<file path="src/rtl/instr_encoder_if.sv">
// Request channel between an instruction source and the instruction encoder.
//
// Signals:
//   in_valid  - an instruction request is present
//   in_ready  - encoder can accept a request this cycle
//   op_sel    - operation select (0 add .. 9 j, 10-15 illegal)
//   rs/rt/rd  - register fields
//   imm       - immediate or branch offset
//   target    - jump target field
//
// Modports:
//   master - the request source
//   slave  - the encoder
interface instr_encoder_if;
    logic        in_valid;
    logic        in_ready;
    logic [3:0]  op_sel;
    logic [4:0]  rs;
    logic [4:0]  rt;
    logic [4:0]  rd;
    logic [15:0] imm;
    logic [25:0] target;

    modport master (
        output in_valid, op_sel, rs, rt, rd, imm, target,
        input  in_ready
    );

    modport slave (
        input  in_valid, op_sel, rs, rt, rd, imm, target,
        output in_ready
    );
endinterface

</file>
<file path="src/rtl/instr_encoder.sv">
// Instruction encoder: accepts instruction requests one per cycle, encodes
// them into 32-bit MIPS words and writes them sequentially into an
// instruction memory starting at word 0.
//
// Ports:
//   clk        - single clock, rising-edge
//   reset      - synchronous active-high reset
//   req        - request channel (slave side of instr_encoder_if)
//   finish     - single-cycle pulse that ends loading
//   imem_we    - instruction-memory write strobe
//   imem_addr  - instruction-memory word address
//   imem_wdata - encoded instruction word
//   count      - number of words written
//   illegal    - sticky: an illegal op_sel was accepted
//   full       - DEPTH words have been written
//   done       - loading has been ended by finish
module instr_encoder #(
    parameter int DEPTH  = 64,
    parameter int ADDR_W = 6
) (
    input  logic                clk,
    input  logic                reset,
    instr_encoder_if.slave      req,
    input  logic                finish,
    output logic                imem_we,
    output logic [ADDR_W-1:0]   imem_addr,
    output logic [31:0]         imem_wdata,
    output logic [ADDR_W:0]     count,
    output logic                illegal,
    output logic                full,
    output logic                done
);

    typedef enum logic [1:0] {
        LOAD,
        FULL,
        DONE
    } state_t;

    // count value just before the write that fills the memory
    localparam logic [ADDR_W:0] LAST_COUNT = (ADDR_W+1)'(DEPTH - 1);

    state_t              state;
    state_t              next_state;
    logic [ADDR_W-1:0]   wptr;
    logic                accept;
    logic                legal;
    logic                write_en;
    logic                last_write;
    logic [31:0]         enc;

    // Requests are only taken while loading; reset masks ready in the same
    // cycle since the reset is synchronous and the state is not yet LOAD.
    assign req.in_ready = (state == LOAD) && !reset;
    assign accept       = req.in_valid && req.in_ready;
    assign write_en     = accept && legal;
    assign last_write   = (count == LAST_COUNT);
    assign done         = (state == DONE);

    // Field packing per instruction format
    always_comb begin
        enc   = 32'd0;
        legal = 1'b1;
        case (req.op_sel)
            4'd0:    enc = {6'd0, req.rs, req.rt, req.rd, 5'd0, 6'd32};
            4'd1:    enc = {6'd0, req.rs, req.rt, req.rd, 5'd0, 6'd34};
            4'd2:    enc = {6'd0, req.rs, req.rt, req.rd, 5'd0, 6'd36};
            4'd3:    enc = {6'd0, req.rs, req.rt, req.rd, 5'd0, 6'd37};
            4'd4:    enc = {6'd0, req.rs, req.rt, req.rd, 5'd0, 6'd42};
            4'd5:    enc = {6'd8,  req.rs, req.rt, req.imm};
            4'd6:    enc = {6'd35, req.rs, req.rt, req.imm};
            4'd7:    enc = {6'd43, req.rs, req.rt, req.imm};
            4'd8:    enc = {6'd4,  req.rs, req.rt, req.imm};
            4'd9:    enc = {6'd2,  req.target};
            default: legal = 1'b0;
        endcase
    end

    // finish wins over filling, so a finish coinciding with the last write
    // goes straight to DONE (full is still raised by the datapath below).
    always_comb begin
        next_state = state;
        case (state)
            LOAD: begin
                if (finish)
                    next_state = DONE;
                else if (write_en && last_write)
                    next_state = FULL;
            end
            FULL: begin
                if (finish)
                    next_state = DONE;
            end
            DONE: next_state = DONE;
            default: next_state = LOAD;
        endcase
    end

    always_ff @(posedge clk) begin
        if (reset) begin
            state      <= LOAD;
            imem_we    <= 1'b0;
            imem_addr  <= '0;
            imem_wdata <= '0;
            wptr       <= '0;
            count      <= '0;
            illegal    <= 1'b0;
            full       <= 1'b0;
        end else begin
            state   <= next_state;
            imem_we <= write_en;
            if (write_en) begin
                imem_addr  <= wptr;
                imem_wdata <= enc;
                wptr       <= wptr + ADDR_W'(1);
                count      <= count + (ADDR_W+1)'(1);
                if (last_write)
                    full <= 1'b1;
            end
            if (accept && !legal)
                illegal <= 1'b1;
        end
    end

endmodule

</file>
<file path="src/flat_wrapper.sv">
// flat-port wrapper written by rule: the top's interface ports become plain ports
module instr_encoder_flat 
#(
    parameter int DEPTH  = 64,
    parameter int ADDR_W = 6
)
  (clk, reset, finish, imem_we, imem_addr, imem_wdata, count, illegal, full, done, req_in_valid, req_op_sel, req_rs, req_rt, req_rd, req_imm, req_target, req_in_ready);
  instr_encoder_if req_i ();
  input  logic clk;
  input  logic reset;
  input  logic finish;
  output logic imem_we;
  output logic [ADDR_W-1:0] imem_addr;
  output logic [31:0] imem_wdata;
  output logic [ADDR_W:0] count;
  output logic illegal;
  output logic full;
  output logic done;
  input wire logic [$bits(req_i.in_valid)-1:0] req_in_valid;
  input wire logic [$bits(req_i.op_sel)-1:0] req_op_sel;
  input wire logic [$bits(req_i.rs)-1:0] req_rs;
  input wire logic [$bits(req_i.rt)-1:0] req_rt;
  input wire logic [$bits(req_i.rd)-1:0] req_rd;
  input wire logic [$bits(req_i.imm)-1:0] req_imm;
  input wire logic [$bits(req_i.target)-1:0] req_target;
  output wire logic [$bits(req_i.in_ready)-1:0] req_in_ready;
  assign req_i.in_valid = req_in_valid;
  assign req_i.op_sel = req_op_sel;
  assign req_i.rs = req_rs;
  assign req_i.rt = req_rt;
  assign req_i.rd = req_rd;
  assign req_i.imm = req_imm;
  assign req_i.target = req_target;
  assign req_in_ready = req_i.in_ready;
  instr_encoder #(.DEPTH(DEPTH), .ADDR_W(ADDR_W)) u_core (.clk(clk), .reset(reset), .req(req_i), .finish(finish), .imem_we(imem_we), .imem_addr(imem_addr), .imem_wdata(imem_wdata), .count(count), .illegal(illegal), .full(full), .done(done));
endmodule
</file>
<file path="config.mk">
export PLATFORM = sky130hd
export DESIGN_NAME = instr_encoder_flat
export DESIGN_NICKNAME = d
export VERILOG_FILES = /design/src/rtl/instr_encoder_if.sv /design/src/rtl/instr_encoder.sv /design/src/flat_wrapper.sv
export SDC_FILE = /design/constraint.sdc
export NUM_CORES = 1
export LEC_CHECK = 0
export ABC_CLOCK_PERIOD_IN_PS = 4200
export CORE_MARGIN = 10
export CORE_UTILIZATION = 24
export CTS_BUF_LIST = sky130_fd_sc_hd__clkbuf_4
export DETAILED_ROUTE_END_ITERATION = 8
export PLACE_DENSITY_LB_ADDON = 0.3
export SLEW_MARGIN = 5
export SYNTH_ARGS = -nofsm -noshare
export SYNTH_HDL_FRONTEND = slang
export SYNTH_SLANG_ARGS = --single-unit
</file>
<file path="constraint.sdc">
create_clock -name clk -period 4.2 [get_ports clk]
set_input_delay 1.26 -clock clk [delete_from_list [all_inputs] [get_ports clk]]
set_output_delay 1.26 -clock clk [all_outputs]
set_load 0.01 [all_outputs]
</file>
==> results of run 1 <==
[routing by layer]
layer | share of wire | up-vias | GRT usage
li1 | - | 1332 | -
met1 | 0.42 | 1222 | 0.1182
met2 | 0.48 | 86 | 0.1867
met3 | 0.097 | 7 | 0.05234
met4 | 0.0085 | 0 | 0.02056
met5 | 0 | - | 0
[power by group]
group	switching (mW)	internal [mW]	total [mW]
combinational	0.113	0.134	0.246
sequential	0.0138	0.535	0.548
clock	0.162	0.0628	0.225
[worst max-delay path, cell delays in order]
cell and delay, ns:
buf_2 0.10, nor2b_1 0.09, clkdlybuf4s50_1 0.54
[logic make-up (layout without fill, tap and decap cells)]
group | after synthesis | count (layout) | synth area share
flip-flops | 54 | 54 | 0.4103
XOR/XNOR | 9 | 9 | 0.02992
other | 1 | 1 | 0.001423
multiplexers | 4 | 4 | 0.01567
AO/OA/AOI/OAI | 73 | 73 | 0.2123
AND/OR/NAND/NOR | 135 | 135 | 0.2469
buffers and inverters | 34 | 137 | 0.05508
adder cells (fa/ha/maj) | 6 | 6 | 0.02849
[synthesized netlist by cell type (all sizes together), types with 2 or more instances]
cell type / n
a211oi: 3
a21oi: 16
a221oi: 18
a311oi: 5
a31oi: 11
and2: 2
and3: 2
buf: 13
clkbuf: 14
dfxtp: 54
ha: 6
inv: 7
mux2i: 3
nand2: 30
nand2b: 3
nand3: 5
nand4: 3
nor2: 47
nor2b: 9
nor3: 22
nor3b: 5
o21ai: 6
o22a: 5
o22ai: 2
or2: 2
xnor2: 2
xor2: 7
[layout by cell type, fill, tap and decap left out, types with 2 or more instances in the layout]
cell	instances
mux2i_1	3
xnor2_1	2
a311oi_1	5
o21ai_0	4
dfxtp_1	54
nand4_1	2
nor3_1	22
clkdlybuf4s50_1	112
and3_1	2
a221oi_1	18
buf_4	9
xor2_1	7
nand2_1	30
ha_1	6
a211oi_1	3
nor2b_1	9
nand2b_1	3
nor3b_1	5
a31oi_1	11
and2_1	2
nor2_1	46
clkbuf_4	5
nand3_1	5
a21oi_1	16
o22a_1	5
inv_1	6
[worst paths after layout]
check                  startpoint                    to  slack, ns  depth (start not counted)
setup / recovery            reset          req_in_ready       0.94                          3
hold / removal        u_core.full           u_core.full       0.46                          2
setup reg to reg  u_core.state[0]  u_core.imem_wdata[8]       2.01                          9
hold reg to reg       u_core.full           u_core.full       0.46                          2
[area by class of cell]
cell class,instances,area [µm²]
Timing Repair Buffer,122,1194
Sequential cell,54,1081
Fill cell,1134,6852
Clock buffer,5,37.54
Tap cell,140,175.2
Clock inverter,3,16.27
Multi-Input combinational cell,228,1411
Inverter,7,26.28
[sequential cells by signal, indices dropped and copies added (netlist names)]
name,count
u_core.imem_addr,6
u_core.imem_wdata,30
u_core.full,1
u_core.state,2
u_core.wptr,6
u_core.count,7
u_core.illegal,1
u_core.imem_we,1
[metrics by stage]
step | utilization | hold WS [ns] | power (mW) | cell area [µm²]
3_5_place_dp | 0.3602 | 0.4429 | 0.8092 | 3887
5_1_grt | 0.3652 | 0.4886 | 1.077 | 3941
3_3_place_gp | 0.3602 | 0.4372 | 0.8053 | 3887
6_report | 0.3652 | 0.4556 | 1.019 | 3941
4_1_cts | 0.3652 | 0.4622 | 1.035 | 3941
2_1_floorplan | - | 0.4436 | 0.6710 | 2635
==> run metrics, run 1 <==
outcome=finished clean; CTS Buf Count=5; # placed instances=551; Clock Skew=0.005972 ns; layout net count=489; Core Footprint=10790 µm²; fin. max-slew vios=0; Pre-Repair DR Iteration Count=4; final setup margin=0.9432 ns; drt wl/cell=15.92 µm; Antenna Violating Nets Remaining=0; gpl congestion=0.7634; synth unique cells=49; final hold violation count=0; WP data required=2.94 ns; total die area=~16000 µm²; VDD IR max=0.0001241 V; largest net degree at the start of global routing=56; unrepaired setup endpoints after global routing=no; layout cells sized above 1=0.06444; IO Count=about 120; row cnt=38; top cell type's share of synthesized area=0.4103; EDFF count, synth=0; startpoint class of the critical path=input port; area growth from synthesis to layout=49.57%; setup violators final=0; yosys warns=0; initial core utilization=0.2441; Die Height=124.8 µm; Yosys reg bits=54; P_leak=1.366 nW; syn avg cell area=between 8 and 9 µm²; Max Freq=307.1 MHz; GRT Util Overall=0.1083; vias in the first global route=2778; vias per inst=4.735; most area-hungry cell type in the Yosys netlist=dfxtp_1; final wirelength=8902 µm; Reg clk slew, reported paths=0.15 ns; clock latency on the worst-skew pair=0.37 ns; ant diodes=0; Area contributors post-synth=dfxtp_1, nor2_1, a221oi_1; top_reg_cell synth=dfxtp_1; htree depth=2; syn_nets=387; 1st-iter DRT viols=97; total grt overflow=0; DRC viols=0; Hold Buf Count CTS=0; global-route wire length before repair=14130 µm; PD cells=around 260 nW/µm²; Detailed Place HPWL=approximately 6900 µm; # Max-Cap Violations=0; Clock Tree Buf Depth=2; Place WS=0.8694 ns; Synth Instances=316; clock sinks=54; Final Non-Filler Cells=559; worst hold path class=reg -> reg; Die Span X=124.8 µm; Critical Path Sink Type=primary output; Post-CTS Repair Setup Buffers=0; min cycle time layout=~3.3 ns; antenna violations before repair=0; Crit Path Class=in -> out; async set or reset register ratio after synthesis=0; Slew headroom=0.6064; TritonCTS clock tree=built; post_cts resized=0; CP Data Arrival Time=2.00 ns; setup TNS=0 ns; Vias=2647; Final period util=0.7754; post-synthesis cell area=2635 µm²; # port buffers=113; worst slew pin tran=0.5903 ns; Crit Path Max Fanout=2; Seq/Total Area, Yosys=0.4103; CTS Root Cell=clkbuf_4
(Power assumes the default switching activity.)
==> run 2: changes to the inputs <==
--- a/config.mk
+++ b/config.mk
@@ -5,7 +5,7 @@
 export SDC_FILE = /design/constraint.sdc
 export NUM_CORES = 1
 export LEC_CHECK = 0
-export ABC_CLOCK_PERIOD_IN_PS = 4200
+export ABC_CLOCK_PERIOD_IN_PS = 2910
 export CORE_MARGIN = 10
 export CORE_UTILIZATION = 24
 export CTS_BUF_LIST = sky130_fd_sc_hd__clkbuf_4
==> constraint.sdc (replaced) <==
create_clock -name clk -period 2.91 [get_ports clk]
set_input_delay 0.873 -clock clk [delete_from_list [all_inputs] [get_ports clk]]
set_output_delay 0.873 -clock clk [all_outputs]
set_load 0.01 [all_outputs]
==> run 2 against run 1 <==
Design area up 2.5%. Utilization up 0.90 points. Clock-buffer cell count stayed put. Wire length up 1.6%. Combinational power up 50%. Final cell count rose by 0.54%. Largest power group unchanged.
==> run metrics, run 2 (same netlist as run 1, synthesis figures left out) <==
outcome=finished clean; clock latency on the worst-skew pair=0.37 ns; Pint=1.149 mW; Post-CTS Repair Setup Buffers=0; Reg clk slew, reported paths=0.15 ns; Final period util=0.9173; htree depth=2; metal2 WL=4182 µm; VDD IR max=0.0001853 V; layout cells sized above 1=0.07109; Antenna Violating Nets Remaining=0; setup TNS=0 ns; Largest regs=u_core.imem_wdata: 30 flops, u_core.count: 7 flops; final core utilization=0.3742; Slew headroom=0.5865; Net Sw Frac=0.2684; final wirelength=9040 µm; Max Freq=374.6 MHz; Die Height=124.8 µm; most frequent cells in the layout=clkdlybuf4s50_1, dfxtp_1, nor2_1, nand2_1, nor3_1; startpoint class of the critical path=flip-flop; initial core utilization=0.2441; combinational share of power=0.235; Worst R2R Start=u_core.state[0]; PD cells=389.0 nW/µm²; vias per inst=4.776; # Max-Cap Violations=0; total grt overflow=0; Vias=2684; P_leak=about 1.4 nW; switching power=around 0.42 mW; Sequential Power Share=0.503; WP data required=2.04 ns; Detailed Place HPWL=6929 µm; max reg flops=30; largest net degree at the start of global routing=55; TritonCTS clock tree=built; worst hold path class=reg -> reg; worst hold stages=2; final setup margin=~0.24 ns; drt wl/cell=16.09 µm; DRT met1 WL=3693 µm; Critical Path Sink Type=primary output; CTS Root Cell=clkbuf_4; Fin Hold WS=about 0.46 ns; Top reg by flops=u_core.imem_wdata; metal3 WL=1107 µm; hold_sp=u_core.imem_wdata[29]; worst slew pin tran=0.6203 ns; Hold Path End=u_core.imem_wdata[29]; Die Span X=124.8 µm; max incr delay on CP=0.55 ns; Crit Path Class=reg -> out; layout net count=493; 1st-iter DRT viols=114; row cnt=38; CTS Buf Count=5; Reg2Reg Capture Point=u_core.imem_wdata[21]; worst r2r path cells=8; global-route wire length before repair=14550 µm; Max Used Layer=met4; Clock power frac=0.262; antenna violations before repair=0; CP Buf/Inv Count=2; min cycle time layout=2.669 ns; CP Cell Sequence=inv_1, ha_1, nor2b_1, clkdlybuf4s50_1; Clock Tree Buf Depth=2; Clock Skew=0.01174 ns; fin. max-slew vios=0; slowest stage cell, crit path=clkdlybuf4s50_1; Hold Buf Count CTS=0; DRC viols=0; ant diodes=0; post_cts resized=0; setup violators final=0; area growth from synthesis to layout=53.28%; R2R Setup Slk=just under 0.9 ns; # port buffers=113; crit path from=u_core.state[0]; Pre-Repair DR Iteration Count=4; Place WS=between 0.15 and 0.2 ns; total die area=15570 µm²; Final Non-Filler Cells=562; final hold violation count=0; Core Footprint=between 10000 and 15000 µm²; clock sinks=54; IO Count=around 120; CP Data Arrival Time=approximately 1.8 ns; unrepaired setup endpoints after global routing=no; commonest non-fill, non-tap cell in the layout=clkdlybuf4s50_1; vias in the first global route=2781; GRT Util Overall=0.1118; Top delay family on crit path=buffers and inverters; Crit Path Max Fanout=4; gpl congestion=0.7197; # placed instances=between 500 and 600
==> run 2: power by group through the flow <==
stage / clock network (mW) / registers, mW / logic, mW
detailed placement: 0 / 0.807 / 0.374
global placement: 0 / 0.805 / 0.373
finish: 0.411 / 0.791 / 0.369
floorplan: 0 / 0.818 / 0.150
CTS: 0.434 / 0.791 / 0.376
global route: 0.459 / 0.796 / 0.407
==> run 2: worst max path at each step <==
| stage | to | depth (start not counted) |
|---|---|---|
| after floorplan | req_in_ready | 2 |
| after global placement | u_core.imem_wdata[21] | 6 |
| after detailed placement | u_core.imem_wdata[21] | 6 |
| after CTS | req_in_ready | 4 |
| after global routing | req_in_ready | 4 |
| final | req_in_ready | 4 |
==> run 2: cell type report <==
type / count / area (µm²)
Multi-Input combinational cell: 228 / 1411
Fill cell: 1115 / 6754
Clock inverter: 2 / 33.78
Inverter: 7 / 26.28
Timing Repair Buffer: 126 / 1274
Tap cell: 140 / 175.2
Clock buffer: 5 / 37.54
Sequential cell: 54 / 1081
==> run 2: worst min-delay path: stages (launching register included) <==
cell     delay [ns]
dfxtp_1        0.34
nand2_1        0.05
a21oi_1        0.05
==> run 2: metrics by stage <==
stage / power (mW) / cell area [µm²]
finish: 1.571 / 4039
global route: 1.662 / 4039
global placement: 1.178 / 3968
floorplan: 0.9685 / 2635
detailed placement: 1.181 / 3968
CTS: 1.601 / 4039
==> run 2: layer usage <==
| layer | vias to the layer above | track usage |
|---|---|---|
| met3 | 5 | 0.06511 |
| met5 | - | 0 |
| met2 | 99 | 0.1864 |
| met4 | 0 | 0.01851 |
| li1 | 1339 | - |
| met1 | 1241 | 0.1215 |
